[config.mk]
export PLATFORM = sky130hd
export DESIGN_NAME = training_requester
export DESIGN_NICKNAME = d
export VERILOG_FILES = /design/src/rtl/training_requester.sv
export SDC_FILE = /design/constraint.sdc
export NUM_CORES = 1
export LEC_CHECK = 0
export CORE_MARGIN = 5
export CORE_UTILIZATION = 60
export DETAILED_ROUTE_END_ITERATION = 10
export GPL_TIMING_DRIVEN = 0
export PLACE_DENSITY_LB_ADDON = 0.2
export SETUP_SLACK_MARGIN = 0.3
export SYNTH_ARGS = -nofsm -noshare
export SYNTH_HDL_FRONTEND = slang
export SYNTH_SLANG_ARGS = --single-unit
[constraint.sdc]
create_clock -name i_clk -period 9.18 [get_ports i_clk]
set_clock_uncertainty 0.2 [all_clocks]
set_input_delay 0.918 -clock i_clk [delete_from_list [all_inputs] [get_ports i_clk]]
set_output_delay 0.918 -clock i_clk [all_outputs]
set_load 0.01 [all_outputs]
[src/rtl/training_requester.sv]
// Requester front-end for the round-robin/strict-priority arbiter: pending counters, grant checking, starvation restart.
// Latency: req is registered (push in cycle t visible in t+1); arb, gnt_valid, gnt_idx are combinational on grant.
// Backpressure: arb only asserts when ready=1 and no restart is in progress; saturated pushes are dropped with a drop pulse.
module training_requester #(
  parameter int W          = 8,
  parameter int CW         = 4,
  parameter int SW         = 6,
  parameter int STARVE_LIM = 32
) (
  input  logic                 i_clk,
  input  logic                 i_reset_n,
  input  logic [W-1:0]         i_push,
  input  logic                 i_ready,
  input  logic [W-1:0]         i_grant,
  output logic [W-1:0]         o_req,
  output logic                 o_arb,
  output logic                 o_restart,
  output logic [W-1:0]         o_restart_vec,
  output logic                 o_gnt_valid,
  output logic [$clog2(W)-1:0] o_gnt_idx,
  output logic [W-1:0]         o_drop,
  output logic                 o_err_onehot,
  output logic                 o_err_spurious
);

  localparam int IW = $clog2(W);
  localparam logic [CW-1:0] PEND_MAX = '1;
  localparam logic [SW-1:0] WAIT_LIM = SW'(STARVE_LIM);

  typedef enum logic [1:0] {S_IDLE, S_RESTART, S_WAIT_GNT} state_t;

  state_t          r_state;
  state_t          w_next_state;
  logic [IW-1:0]   r_target;
  logic [CW-1:0]   r_pend [W];
  logic [SW-1:0]   r_wait [W];
  logic [W-1:0]    r_drop;
  logic            r_err_onehot;
  logic            r_err_spurious;

  logic [W-1:0]    w_req;
  logic            w_arb;
  logic            w_onehot;
  logic            w_legal;
  logic [W-1:0]    w_acc;
  logic [IW-1:0]   w_idx;
  logic [W-1:0]    w_starve;
  logic [IW-1:0]   w_first;
  logic [IW-1:0]   w_prev;
  logic            w_restart;
  logic [W-1:0]    w_restart_vec;
  logic            w_arb_block;

  // Request flags and starvation flags decoded from the per-port counters
  always_comb begin
    w_req    = '0;
    w_starve = '0;
    for (int i = 0; i < W; i++) begin
      w_req[i]    = (r_pend[i] != '0);
      w_starve[i] = (r_wait[i] == WAIT_LIM);
    end
  end

  // Lowest-index starving port becomes the restart target
  always_comb begin
    w_first = '0;
    for (int i = W - 1; i >= 0; i--) begin
      if (w_starve[i]) w_first = IW'(i);
    end
  end

  // Grant legality: one-hot and aimed at a port that is actually requesting
  always_comb begin
    w_arb    = i_ready & (|w_req) & ~w_arb_block;
    w_onehot = (i_grant != '0) && ((i_grant & (i_grant - W'(1))) == '0);
    w_legal  = w_arb & w_onehot & (|(i_grant & w_req));
    w_acc    = w_legal ? i_grant : '0;
  end

  // Binary index of the accepted grant (0 when nothing accepted)
  always_comb begin
    w_idx = '0;
    for (int i = 0; i < W; i++) begin
      if (w_acc[i]) w_idx = IW'(i);
    end
  end

  // Pending counters with saturation; push and accept on the same port cancel
  always_ff @(posedge i_clk) begin
    if (!i_reset_n) begin
      for (int i = 0; i < W; i++) r_pend[i] <= '0;
      r_drop <= '0;
    end else begin
      for (int i = 0; i < W; i++) begin
        r_drop[i] <= i_push[i] & ~w_acc[i] & (r_pend[i] == PEND_MAX);
        if (i_push[i] && !w_acc[i] && (r_pend[i] != PEND_MAX)) begin
          r_pend[i] <= r_pend[i] + 1'b1;
        end else if (!i_push[i] && w_acc[i]) begin
          r_pend[i] <= r_pend[i] - 1'b1;
        end
      end
    end
  end

  // Wait counters: count cycles a port requests without being served, saturating at the limit
  always_ff @(posedge i_clk) begin
    if (!i_reset_n) begin
      for (int i = 0; i < W; i++) r_wait[i] <= '0;
    end else begin
      for (int i = 0; i < W; i++) begin
        if (!w_req[i] || w_acc[i]) begin
          r_wait[i] <= '0;
        end else if (r_wait[i] != WAIT_LIM) begin
          r_wait[i] <= r_wait[i] + 1'b1;
        end
      end
    end
  end

  // Sticky protocol error flags
  always_ff @(posedge i_clk) begin
    if (!i_reset_n) begin
      r_err_onehot   <= 1'b0;
      r_err_spurious <= 1'b0;
    end else begin
      r_err_onehot   <= r_err_onehot | (w_arb & ~w_onehot);
      r_err_spurious <= r_err_spurious | (w_arb & w_onehot & ~(|(i_grant & w_req)));
    end
  end

  // Restart target is captured on the IDLE->RESTART transition
  always_ff @(posedge i_clk) begin
    if (!i_reset_n) begin
      r_target <= '0;
    end else if ((r_state == S_IDLE) && (|w_starve)) begin
      r_target <= w_first;
    end
  end

  // Starvation FSM state register
  always_ff @(posedge i_clk) begin
    if (!i_reset_n) r_state <= S_IDLE;
    else            r_state <= w_next_state;
  end

  // Starvation FSM next-state logic
  always_comb begin
    w_next_state = r_state;
    case (r_state)
      S_IDLE:     if (|w_starve) w_next_state = S_RESTART;
      S_RESTART:  w_next_state = S_WAIT_GNT;
      S_WAIT_GNT: if (w_acc[r_target] || !w_req[r_target]) w_next_state = S_IDLE;
      default:    w_next_state = S_IDLE;
    endcase
  end

  // Starvation FSM outputs: restart pulse points the arbiter's last winner at target-1
  always_comb begin
    w_prev        = (r_target == '0) ? IW'(W - 1) : (r_target - 1'b1);
    w_restart     = 1'b0;
    w_restart_vec = '0;
    w_arb_block   = 1'b0;
    if (r_state == S_RESTART) begin
      w_restart     = 1'b1;
      w_restart_vec = W'(1) << w_prev;
      w_arb_block   = 1'b1;
    end
  end

  assign o_req          = w_req;
  assign o_arb          = w_arb;
  assign o_restart      = w_restart;
  assign o_restart_vec  = w_restart_vec;
  assign o_gnt_valid    = w_legal;
  assign o_gnt_idx      = w_idx;
  assign o_drop         = r_drop;
  assign o_err_onehot   = r_err_onehot;
  assign o_err_spurious = r_err_spurious;

endmodule

==> flow_summary.json <==
{
  "synthTopCellsByCount": "edfxtp_1 (80), nor2_1 (51), inv_1 (46)",
  "drive_gt1_share_pct": 12.6,
  "worst_setup_path_start_kind": "primary input",
  "antenna_left": 0,
  "ys_seq_area_share_pct": 42.5,
  "row_count": 37,
  "path_max_fanout": 10,
  "grt_pass1_wl_um": 23600,
  "cts_tree": "yes",
  "via_per_inst": 6.08,
  "final_nets": 713,
  "worst_path_most_repeated_cell": "clkdlybuf4s50_1",
  "io-pin-count": 51,
  "ys_top_cells_by_area": "edfxtp_1 (38%), ha_1 (6.5%), dfxtp_1 (4.7%)",
  "slowest_stage": "clkdlybuf4s50_1",
  "relSlewSlack_pct": 11.6,
  "vias": 4830,
  "io_buffers": 49,
  "switching_power_uw": 268,
  "syn_area_um2": 6360,
  "die_y_um": 113,
  "status": "finished clean",
  "insertion_delay_ns": 0.37,
  "wl_per_cell_um": 17.5,
  "drc": 0,
  "clockBufferDepth": 2,
  "synth_cells": 594,
  "start_util_pct": 61.6,
  "slew_violations": 0,
  "syn-mean-instance-area_um2": 10.7,
  "core-area_um2": 10300,
  "numCtsBuffers": 9,
  "leakagePower_nw": 2.73,
  "fin_crit_ns": 5.00,
  "fmax_mhz": 200,
  "slowest_delay_ns": 0.60,
  "clkSlewWorstSetupHoldPaths_ns": 0.09,
  "place.gp.congestion": 0.886,
  "synth.most_common_cell": "edfxtp_1",
  "ctsResizeCount": 0,
  "async_reset_ff_share_pct": 0,
  "drtIter0Drc": 411,
  "yosys.cell_types.count": 68,
  "grt_pass1_vias": 4863,
  "antenna_found_initial": 0,
  "insertedDiodeCount": 0,
  "worstPathArrival_ns": 3.88,
  "synth_top_area_share_pct": 37.8,
  "clockRootBuffer": "clkbuf_8",
  "die_w_um": 113,
  "synth_edf_count": 80,
  "netSwitchingFraction_pct": 27.3,
  "power_density_nw_per_um2": 135,
  "clock-sinks": 95,
  "routed_wl_um": 13900,
  "dpl.hpwl_um": 10500,
  "rsz0062_at_grt": "no",
  "fin_tns_setup_ns": 0,
  "report.final.hold_viol_count": 0,
  "dieArea_um2": 12800,
  "first_pass_iters": 6,
  "cap_violations": 0,
  "dpl_cell_area_um2": 7020,
  "endpoint_kind": "output pin",
  "synth_top_area_cell": "edfxtp_1",
  "worstPathCellList": "clkdlybuf4s50_1 > nor4_4 > nand4b_1 > nand4_2 > o211ai_2 > a21oi_1 > clkdlybuf4s50_1",
  "fin_area_um2": 7250,
  "syn-num-nets": 653,
  "cts_hold_buf": 0,
  "ir_drop_mv": 0.0797,
  "grtUsageTotal_pct": 22.8,
  "synth_seq_cells": 95,
  "p_seq_share_pct": 52.8,
  "synth-main-ff-cell": "edfxtp_1",
  "finalSetupViolCount": 0,
  "critical_path_class": "primary input to output pin",
  "postCtsSetupBuffers": 0,
  "yosysWarnings": 0,
  "worstPathRequired_ns": 8.06,
  "fillers": 762,
  "p_int_uw": 714,
  "comb_power_share_pct": 16.6,
  "pwr-share-clk_pct": 30.6,
  "grt_max_degree": 16,
  "tightest_slew_ns": 1.31,
  "period_share_pct": 54.4,
  "syn_to_final_growth_pct": 13.9,
  "h-tree-depth": 3,
  "min_path_type": "flip-flop to flip-flop",
  "grt.overflow.total": 0
}
power groups by stage:
stage / combinational, mW / clock, mW / sequential, mW
2_1_floorplan: 0.109 / 0 / 0.521
3_3_place_gp: 0.155 / 0 / 0.525
3_5_place_dp: 0.162 / 0 / 0.528
4_1_cts: 0.163 / 0.300 / 0.518
5_1_grt: 0.181 / 0.324 / 0.522
6_report: 0.163 / 0.300 / 0.518
through the flow:
| step | hold WS (ns) | cells | setup slack [ns] | util, % | total power [mW] |
|---|---|---|---|---|---|
| detailed placement | 0.265 | 779 | 4.07 | 68.0 | 0.689 |
| floorplan | 0.305 | 594 | 5.01 | - | 0.629 |
| finish | 0.275 | 795 | 4.18 | 70.2 | 0.981 |
| CTS | 0.281 | 795 | 4.18 | 70.1 | 0.981 |
| global route | 0.330 | 795 | 4.03 | 70.2 | 1.03 |
| global placement | 0.257 | 779 | 4.23 | 68.0 | 0.681 |
cell families (layout without fill, tap and decap cells):
family	Yosys count	after routing	synth area share (%)
xor+xnor	48	48	6.61
compound gates	70	70	10.5
buf+inv	73	138	4.74
fa+ha+maj	40	40	8.69
simple gates	259	259	24.4
mux	9	9	2.60
flops	95	95	42.5
critical path: cells and delay by family:
kind,cells,cell delay (ns)
simple gates,3,1.16
compound gates,2,0.61
buf+inv,2,1.18
cell usage in the layout (no fill, tap or decap), types with 8 or more instances in the layout:
cell type / n
clkbuf_8: 12
clkbuf_1: 13
dfxtp_1: 15
nand3_4: 8
nand3_1: 21
a21oi_1: 21
ha_1: 33
or3_1: 12
nor3_1: 44
nor2_1: 51
nand2_1: 38
inv_1: 46
clkdlybuf4s50_1: 49
or4_1: 8
nand4_1: 21
xnor2_1: 22
edfxtp_1: 80
xor2_1: 26
path summary, 6_finish.rpt:
path / from / to / slack (ns) / cells past startpoint
setup reg to reg: r_pend[1][4] / r_pend[0][7] / 4.87 / 16
hold / removal: o_err_onehot / o_err_onehot / 0.28 / 2
setup / recovery: i_grant[3] / o_gnt_idx[1] / 4.18 / 7
hold reg to reg: o_err_onehot / o_err_onehot / 0.28 / 2
layout make-up:
type	instances	area [µm²]	area share, %
inverters	47	176	2.43
multi-input cells	426	3360	46.4
well taps	136	170	2.35
clock buffers	12	165	2.28
repair buffers	49	490	6.77
flip-flops and latches	95	2700	37.3
clock inverters	4	51.3	0.708
plain buffers	26	125	1.73
state kept, by name, indices dropped and copies added, names as in the netlist:
| register | count |
|---|---|
| r_wait | 48 |
| o_drop | 8 |
| o_err_spurious | 1 |
| o_err_onehot | 1 |
| r_target | 3 |
| r_state | 2 |
| r_pend | 32 |
routing by layer:
metal  part of all wire [%]  global-route usage (%)
met2                     48                    37.1
met3                    5.3                    4.12
met1                     44                    30.7
met4                    2.9                    8.33
met5                      0                       0
Note: power is estimated with default switching activity, not from simulation.
